<file path="src/rtl/vga_timing_gen.sv">
// VGA raster timing generator: pixel-qualified h/v counters, programmable
// sync polarity, a linear framebuffer address counter (no multiplier) and a
// LAT-deep delay line that lines sync/blank up with returned pixel data.
module vga_timing_gen #(
  parameter int H_ACTIVE = 640,
  parameter int H_FP     = 16,
  parameter int H_SYNC   = 96,
  parameter int H_BP     = 48,
  parameter int V_ACTIVE = 480,
  parameter int V_FP     = 10,
  parameter int V_SYNC   = 2,
  parameter int V_BP     = 33,
  parameter bit HS_POL   = 1'b0,
  parameter bit VS_POL   = 1'b0,
  parameter int ADDR_W   = 19,
  parameter int LAT      = 1
) (
  input  logic              clk,
  input  logic              rst_n,
  input  logic              pix_en,
  output logic [10:0]       x,
  output logic [10:0]       y,
  output logic [ADDR_W-1:0] addr,
  output logic              addr_valid,
  output logic              hsync,
  output logic              vsync,
  output logic              de,
  output logic              line_start,
  output logic              frame_start
);

  localparam int H_TOTAL = H_ACTIVE + H_FP + H_SYNC + H_BP;
  localparam int V_TOTAL = V_ACTIVE + V_FP + V_SYNC + V_BP;

  localparam logic [10:0] H_LAST  = 11'(H_TOTAL - 1);
  localparam logic [10:0] V_LAST  = 11'(V_TOTAL - 1);
  localparam logic [10:0] H_ACT   = 11'(H_ACTIVE);
  localparam logic [10:0] V_ACT   = 11'(V_ACTIVE);
  localparam logic [10:0] HS_BEG  = 11'(H_ACTIVE + H_FP);
  localparam logic [10:0] HS_LAST = 11'(H_ACTIVE + H_FP + H_SYNC - 1);
  localparam logic [10:0] VS_BEG  = 11'(V_ACTIVE + V_FP);
  localparam logic [10:0] VS_LAST = 11'(V_ACTIVE + V_FP + V_SYNC - 1);

  logic [10:0]       h_q;
  logic [10:0]       v_q;
  logic [ADDR_W-1:0] addr_q;
  logic              h_wrap;
  logic              v_wrap;
  logic              active;
  logic              hs_raw;
  logic              vs_raw;
  logic [2:0]        raw_vec;
  logic [2:0]        dly_out;

  assign h_wrap = (h_q == H_LAST);
  assign v_wrap = (v_q == V_LAST);
  assign active = (h_q < H_ACT) && (v_q < V_ACT);

  // Raster counters: h runs every qualified pixel, v steps on the h wrap.
  always_ff @(posedge clk or negedge rst_n) begin
    if (!rst_n) begin
      h_q <= '0;
      v_q <= '0;
    end else if (pix_en) begin
      if (h_wrap) begin
        h_q <= '0;
        v_q <= v_wrap ? '0 : v_q + 11'd1;
      end else begin
        h_q <= h_q + 11'd1;
      end
    end
  end

  // Linear address: steps only out of visible pixels so it stays contiguous
  // across lines, and restarts at the frame wrap.
  always_ff @(posedge clk or negedge rst_n) begin
    if (!rst_n) begin
      addr_q <= '0;
    end else if (pix_en) begin
      if (h_wrap && v_wrap) begin
        addr_q <= '0;
      end else if (active) begin
        addr_q <= addr_q + ADDR_W'(1);
      end
    end
  end

  assign hs_raw  = (h_q >= HS_BEG && h_q <= HS_LAST) ? HS_POL : ~HS_POL;
  assign vs_raw  = (v_q >= VS_BEG && v_q <= VS_LAST) ? VS_POL : ~VS_POL;
  assign raw_vec = {hs_raw, active, vs_raw};

  generate
    if (LAT == 0) begin : g_direct
      assign dly_out = raw_vec;
    end else begin : g_pipe
      localparam logic [2:0] RST_VEC = {~HS_POL, 1'b0, ~VS_POL};
      logic [2:0] stage [LAT];

      // Delay line for {hsync, de, vsync}, shifting once per qualified pixel.
      always_ff @(posedge clk or negedge rst_n) begin
        if (!rst_n) begin
          for (int i = 0; i < LAT; i++) stage[i] <= RST_VEC;
        end else if (pix_en) begin
          stage[0] <= raw_vec;
          for (int i = 1; i < LAT; i++) stage[i] <= stage[i-1];
        end
      end

      assign dly_out = stage[LAT-1];
    end
  endgenerate

  assign {hsync, de, vsync} = dly_out;
  assign x          = h_q;
  assign y          = v_q;
  assign addr       = addr_q;
  assign addr_valid = active;

  // Gated by rst_n so a held reset never shows a start pulse.
  assign line_start  = rst_n & pix_en & (h_q == 11'd0);
  assign frame_start = line_start & (v_q == 11'd0);

endmodule

</file>
<file path="config.mk">
export PLATFORM = sky130hd
export DESIGN_NAME = vga_timing_gen
export DESIGN_NICKNAME = d
export VERILOG_FILES = /design/src/rtl/vga_timing_gen.sv
export SDC_FILE = /design/constraint.sdc
export NUM_CORES = 1
export LEC_CHECK = 0
export BUFFER_PORTS_ARGS = -buffer_cell sky130_fd_sc_hd__buf_2
export CAP_MARGIN = 5
export CORE_UTILIZATION = 55
export CTS_CLUSTER_DIAMETER = 30
export DETAILED_ROUTE_END_ITERATION = 6
export GPL_ROUTABILITY_DRIVEN = 0
export PLACE_DENSITY_LB_ADDON = 0.08
export SYNTH_ARGS = -nofsm -noshare
export SYNTH_HDL_FRONTEND = slang
export SYNTH_SLANG_ARGS = --single-unit
</file>
<file path="constraint.sdc">
create_clock -name clk -period 6.5 [get_ports clk]
set_clock_uncertainty 0.1 [all_clocks]
set_input_delay 0.325 -clock clk [delete_from_list [all_inputs] [get_ports clk]]
set_output_delay 0.325 -clock clk [all_outputs]
set_load 0.02 [all_outputs]
</file>
After elaboration in Yosys (flattened, before gate mapping)
Cells that the tools add are included.
- add/subtract/negate cells: 3
- magnitude comparators: 6
- eq/ne operators: 2
- multiplexer cells: 6
- bitwise gates (word level): 3
- reductions and logical operators: 9
- operator list (kind ; number):
    19-bit two-way mux ; 2
    11-bit by 1-bit adder with 11-bit output (second input constant) ; 2
    11-bit by 10-bit equality test with 1-bit output (second input constant) ; 2
    11-bit zero test ; 2
    11-bit two-way mux ; 2
    19-bit by 1-bit adder with 19-bit output (second input constant) ; 1
    11-bit by 10-bit >= comparator with 1-bit output (second input constant) ; 1
    11-bit by 9-bit >= comparator with 1-bit output (second input constant) ; 1
    11-bit by 10-bit <= comparator with 1-bit output (second input constant) ; 1
    11-bit by 9-bit <= comparator with 1-bit output (second input constant) ; 1
    11-bit by 10-bit less-than comparator with 1-bit output (second input constant) ; 1
    11-bit by 9-bit less-than comparator with 1-bit output (second input constant) ; 1
    1-bit logical AND ; 4
    2-bit AND reduction ; 2
    1-bit AND ; 3
    1-bit two-way mux ; 2
    2-bit nonzero test ; 1
- register bits: 44
- input port bits: 3
- logic and storage cells: 33

Longest topological paths before layout
Gate-level depths: netlist of run 1.
- depth after elaboration: 4
- depth in mapped cells: 9

Least setup slack after synthesis of run 1
No wires, ideal clock.
- path kind: register to output
- from: register h_q[4] (netlist: x[4])
- to: output port frame_start
- arrival time: 1964 ps
- data required time: 6075 ps
- slack: 4111 ps
- stages on the path, launching flop included: 6
- buffers on the path: 1
- path through: dfrtp_1 > buf_2 > nor2_1 > nand3_1 > nor4_1 > and4_1
- cells in the longest elaborated chain, start to end: 3
- RTL lines (element ; RTL line ; RTL):
    start, declared ; 44 ; logic [10:0] h_q;
    start signal, assigned ; 69 ; h_q <= h_q + 11'd1;
    11-bit zero test ; 120 ; assign line_start = rst_n & pix_en & (h_q == 11'd0);
    1-bit AND ; 120 ;
    named net line_start ; 28 ; output logic line_start,
    1-bit AND ; 121 ; assign frame_start = line_start & (v_q == 11'd0);
    end, declared ; 29 ; output logic frame_start
The timed path passes the listed nets, and every way through them passes these cells.

Final worst setup path of run 1
- from: register h_q[1] (netlist: x[1])
- to: register v_q[7] (netlist: y[7])
- cells in the longest elaborated chain, start to end: 2
- RTL lines (element ; RTL line ; RTL):
    11-bit by 10-bit equality test with 1-bit output ; 55 ; assign h_wrap = (h_q == H_LAST);
    2-bit AND reduction (no source line) ; - ;
    end signal, assigned ; 67 ; v_q <= v_wrap ? '0 : v_q + 11'd1;
    end, declared ; 45 ; logic [10:0] v_q;
Every way passes these cells.
A chain may end at the register's enable or synchronous reset.

==> reports/summary.txt, run 1 <==
IO buf count = 49
type of destination of the critical path = flip-flop
CTS tree = done
mux cell area share after synthesis = 0.00837
Die Height = 67.9 um
post-DP HPWL = 3.73 mm
commonest non-fill, non-tap cell in the layout = buf_2
die area = 0.00462 mm2
RSZ-0062 raised after global routing = no
clock latency at the later pin of the worst-skew pair = 290 ps
Final Power = 0.799 mW
ant diodes = 0
Worst-Margin Slew = 1010 ps
most frequent cells in the layout = buf_2, dfrtp_1, nand2_1
max-cap violations = 0
Synth Area in Compound Gates = 0.138
Final Core Density = 0.674
largest net degree at the start of global routing = 46
synth warn = 0
Die X = 67.9 um
CORE AREA = 0.00409 mm2
failing checks = hold timing
# resized after CTS = 0
syn_nets = 267
via density per instance = 6.04
Reg area = 0.00110 mm2
# DRC = 0
Final Max Slew Viols = 0
Setup Viol. Count Final = 0
simple logic cell fraction of the synthesized area = 0.262
GRT overflow = 0
cts hold-fix bufs = 0
drt wl/cell = 15.2 um
Crit path required time = 6620 ps
vias in the first global route = 1896
initial antenna violation count = 0
# clock sinks = 44
I/O pins = 50
gr usage total = 0.252
fmax = 389 MHz
outcome = finished with violations
wirelength, routed = 5.41 mm
Adder-Cell Fraction of Synth Area = 0.0262
main combinational cell family by area after synthesis = simple AND/OR/NAND/NOR gates
startpoint type of the worst setup path = flip-flop
Yosys cell types = 44
Syn Inst Count = 259
Sum Neg Setup Slack = 0 ps
initial core utilization = 0.585
post-CTS setup buffers = 0
via count = 2144
final count of hold timing violations = 9
Max IR drop VDD = 0.177 mV
share of the yosys chip area belonging to registers = 0.462
number of synthesized register bits = 44
nets = 312
Reg clk slew, reported paths = 80 ps
Pleak = 1.28 nW
Root Buffer = clkbuf_8
P per Cell Area = 290 mW/mm2
Final min period = 2570 ps
Fillers = 336
layout cells sized above 1 = 0.207
XOR/XNOR Fraction of Synth Area = 0.0623
Hold/Removal Path Class = input pin to asynchronous set/reset pin
first-pass GRT wire length = 8.76 mm
slew margin rel. = 0.325
hold_ws = -7.05 ps
Setup CP Type = flip-flop to flip-flop
htree depth = 2
crit share post-route = 0.395
Worst Path Arrival = 2690 ps
mapped cell area = 0.00239 mm2
critical path peak fanout = 11
syn avg cell area = 9.23 um2
DRT Pass-1 Iters = 4
Initial DRC Count = 201
antenna-violating nets left = 0
area grow syn2layout = 15.2%
Num CTS Buffers = 5
area of the multi-input gates = 0.00119 mm2
row cnt = 23
clk buf depth = 2
[worst max-delay path, cell delays in order, from the launching register on]
cell	delay [ps]
dfrtp_1	450
ha_1	260
nand4_1	390
nor3_2	730
nand4_1	270
nor2_1	170
xor2_1	150
[stage by stage]
stage | cells | hold WS [ps] | setup slack [ps] | instance area (um2)
6_report | 355 | -7.05 | 3930 | 2760
5_1_grt | 355 | 62.3 | 3700 | 2760
4_1_cts | 355 | 23.3 | 3940 | 2760
3_5_place_dp | 347 | 340 | 3930 | 2650
3_3_place_gp | 347 | 338 | 3990 | 2650
2_1_floorplan | 259 | -70.6 | 4110 | 2390
[cell type report]
| cell class | instances | share of cell area |
|---|---|---|
| well taps | 50 | 0.0227 |
| flip-flops and latches | 44 | 0.401 |
| clock buffers | 6 | 0.0263 |
| multi-input cells | 192 | 0.431 |
| inverters | 11 | 0.0150 |
| clock inverters | 2 | 0.0127 |
| repair buffers | 50 | 0.0917 |
[metal layers]
layer / track usage / vias to the layer above / part of all wire
li1: - / 1041 / -
met1: 0.364 / 1011 / 0.48
met2: 0.365 / 86 / 0.45
met3: 0.0550 / 6 / 0.058
met4: 0.0964 / 0 / 0.011
met5: 0 / - / 0
[final timing paths]
check / start / to / slack (ps) / cells after the start
min in group clk: pix_en / dly_out[2]$_DFFE_PN1P_ / 300 / 3
max in group asynchronous: rst_n / dly_out[0]$_DFFE_PN1P_ / 5910 / 2
min reg2reg: dly_out[2]$_DFFE_PN1P_ / dly_out[2]$_DFFE_PN1P_ / 400 / 2
min: rst_n / y[6]$_DFFE_PN0P_ / -7 / 2
max reg2reg: x[1]$_DFFE_PN0P_ / y[7]$_DFFE_PN0P_ / 3930 / 6
max: x[1]$_DFFE_PN0P_ / y[7]$_DFFE_PN0P_ / 3930 / 6
[cells by family (layout without fill, tap and decap cells)]
kind of cell    count (synthesis)  in the layout
compound gates                 55             55
fa+ha+maj                       5              5
flops                          44             44
xor+xnor                       17             17
buf+inv                        23             69
simple gates                  113            113
mux                             2              2
[flip-flops by register name, indices dropped and copies added (netlist names)]
name / count
x: 11
addr: 19
y: 11
dly_out: 3
[cells in the mapped netlist (all sizes together)]
master	instances	area [um2]
dfrtp	42	1050
o21ai	26	130
nand2	21	78.8
nor2	19	71.3
nand4	17	106
nand3	15	75.1
inv	11	41.3
nor3	11	76.3
a21oi	10	50.1
xor2	9	78.8
xnor2	8	70.1
clkbuf	7	27.5
a31oi	5	31.3
buf	5	31.3
ha	5	62.6
nor4	5	31.3
or3	5	31.3
and3	4	25.0
nand3b	3	22.5
nor2b	3	18.8
a22o	2	17.5
a2bb2oi	2	17.5
a41oi	2	17.5
and4	2	17.5
dfstp	2	52.6
mux2i	2	20.0
nand4b	2	17.5
o31ai	2	15.0
o41ai	2	17.5
and2	1	6.26
and4b	1	10.0
nor3b	1	7.51
nor4b	1	8.76
o211ai	1	7.51
o22a	1	8.76
o2bb2ai	1	8.76
o311ai	1	8.76
or4	1	7.51
or4b	1	13.8
[power breakdown]
part,switching (mW),total [mW],internal (mW)
clock network,0.0940,0.208,0.114
registers,0.0681,0.381,0.313
logic,0.131,0.210,0.0791
total,0.293,0.799,0.506
Note: power is estimated with default switching activity, not from simulation.
==> inputs of run 2 (changes only) <==
ABC_AREA = 1   (was not set)
CORE_UTILIZATION = 51   (was 55)
clock period = 2.25 ns   (was 6.5 ns; I/O delays follow)
==> reports/summary.txt, run 2 <==
outcome = finished with violations
failing checks = DRC
DRT Pass-1 Iters = 6
# clock sinks = 44
R2R Setup Slk = 320 ps
dominant cells by area after synthesis = dfrtp_1, nand2_1, nand3_1
RSZ-0062 raised after global routing = no
Final min period = 2110 ps
GRT met1 Usage = 0.348
Yosys cell types = 31
Pleak = 1.77 nW
most frequent cells in the layout = nand2_1, nor2_1, nand3_1
post-DP HPWL = 5.31 mm
share of the yosys chip area belonging to registers = 0.378
Syn Inst Count = 429
cell family with most CP delay = simple AND/OR/NAND/NOR gates
largest net degree at the start of global routing = 45
I/O pins = 50
top post-synthesis cells by count = nand2_1, nor2_1, nand3_1
initial core utilization = 0.530
HP Start = pix_en
commonest non-fill, non-tap cell in the layout = nand2_1
gr usage total = 0.257
critical path peak fanout = 7
grt met2 use = 0.418
syn avg cell area = 6.80 um2
sequential power share = 0.436
max-cap violations = 0
Reg clk slew, reported paths = 80 ps
antenna-violating nets left = 0
GRT overflow = 0
cell mode on critical path = inv_1
Sw Ratio = 0.455
Reg-to-Reg Start = y[0]$_DFFE_PN0P_
critical path's largest stage delay = 460 ps
ant diodes = 0
drt wl/cell = 13.2 um
placed instance area = 0.00322 mm2
syn_nets = 437
final count of hold timing violations = 0
wirelength, routed = 7.28 mm
Primary FF master, synth = dfrtp_1
Logic pwr share = 0.387
worst path buffer plus inverter count = 3
GRT busiest layer = met2
clk buf depth = 2
worst hold path depth = 3
htree depth = 2
Root Buffer = clkbuf_8
initial antenna violation count = 0
CORE AREA = 0.00551 mm2
post-CTS setup buffers = 0
via density per instance = 5.19
hold_ws = 131 ps
Die Height = 77.7 um
internal power = 1.54 mW
number of synthesized register bits = 44
die area = 0.00603 mm2
slew margin rel. = 0.621
layout cells sized above 1 = 0.158
# resized after CTS = 0
cell accounting for the most synthesized area = dfrtp_1
clock latency at the later pin of the worst-skew pair = 300 ps
Psw = 1.28 mW
cts hold-fix bufs = 1
Final Max Slew Viols = 0
IO buf count = 49
Clk pwr share = 0.177
Hold/Removal Path Class = input pin to flip-flop
P per Cell Area = 851 mW/mm2
met3 Use GR = 0.0447
CTS tree = done
nets = 488
Die X = 77.7 um
mapped cell area = 0.00292 mm2
Setup Viol. Count Final = 0
Initial DRC Count = 206
row cnt = 27
Endpoint, Worst Hold = dly_out[2]$_DFFE_PN1P_
CP Cell Sequence = inv_1, ha_1, inv_1, nor2_1, nand3_1, nor4_1, buf_2
crit share post-route = 0.939
Crit path required time = 2040 ps
Setup CP Type = flip-flop to output port
Num CTS Buffers = 5
design area = 0.00331 mm2
most frequent cell after synthesis = nand2_1
first-pass GRT wire length = 12.2 mm
area grow syn2layout = 13.4%
number of synthesized flops with an enable pin = 0
via count = 2871
Worst Path Arrival = 1900 ps
synth warn = 0
Max IR drop VDD = 0.582 mV
Sum Neg Setup Slack = 0 ps
Fillers = 558
top-area cell type share of the netlist area = 0.360
number of flip-flops under the largest register name = 19
Reg2Reg Depth = 9
type of destination of the critical path = output port
# DRC = 2
fraction of registers with async set or reset after synthesis = 1.00
vias in the first global route = 2573
startpoint type of the worst setup path = flip-flop
CP max stage cell = dfrtp_1
R2R Path End = addr[10]$_DFFE_PN0P_
fmax = 473 MHz
Worst-Margin Slew = 569 ps
run 2: cell count changes in the layout (fill, tap and decap cells not counted), moves of 5 or more:
cell,change
inv_1,+38
nor2_1,+49
xnor2_1,-7
a21oi_1,-7
o21bai_1,+5
nand3_1,+48
o21ai_1,-16
nand2_1,+94
or3_1,-5
run 2: stage by stage:
stage | utilization | power (mW) | setup slack [ps] | cells
finish | 0.601 | 2.82 | 138 | 553
global route | 0.601 | 3.02 | 12.0 | 553
CTS | 0.601 | 2.84 | 148 | 553
detailed placement | 0.584 | 2.33 | 337 | 544
global placement | 0.584 | 2.32 | 367 | 544
floorplan | - | 1.98 | 343 | 429
run 2: cell type report:
type	instances	area, um2	area share
multi-input combinational	323	1550	0.470
sequential	44	1100	0.333
timing repair buffer	54	285	0.0862
inverter	52	195	0.0590
tap	72	90.1	0.0272
clock buffer	7	76.3	0.0231
clock inverter	1	5.00	0.00151
run 2: worst reg2reg max path, delay by kind of cell, from the launching register on:
family,cells,cell delay [ps]
adders and majority gates,1,190
and+or+nand+nor,7,970
buffers and inverters,1,120
DFF,1,460
run 2: power by group through the flow:
stage          clock network [mW]  registers, mW  logic, mW
3_3_place_gp                    0           1.24       1.08
2_1_floorplan                   0           1.37      0.618
3_5_place_dp                    0           1.24       1.09
6_report                    0.499           1.23       1.09
4_1_cts                     0.519           1.22       1.10
5_1_grt                     0.537           1.26       1.23
run 2: worst max path at each step:
| stage | from | to | slack, ps | depth (start not counted) |
|---|---|---|---|---|
| final | y[0]$_DFFE_PN0P_ | frame_start | 140 | 7 |
| after global routing | y[0]$_DFFE_PN0P_ | frame_start | 10 | 7 |
| after CTS | y[0]$_DFFE_PN0P_ | frame_start | 150 | 7 |
| after detailed placement | y[0]$_DFFE_PN0P_ | addr[10]$_DFFE_PN0P_ | 340 | 9 |
| after global placement | y[0]$_DFFE_PN0P_ | addr[12]$_DFFE_PN0P_ | 370 | 9 |
| after floorplan | y[0]$_DFFE_PN0P_ | frame_start | 340 | 6 |
run 2: per-layer routing:
layer | vias to the layer above | routed length, um
met3 | 8 | 341
li1 | 1480 | -
met5 | - | 0
met2 | 66 | 3400
met1 | 1317 | 3440
met4 | 0 | 97
run 2: cells by family (layout without fill, tap and decap cells):
kind of cell    Yosys count  count (layout)  synth area share
simple gates            286             286             0.440
xor+xnor                  9               9            0.0270
compound gates           23              23            0.0442
buf+inv                  62             114            0.0896
fa+ha+maj                 5               5            0.0214
flops                    44              44             0.378
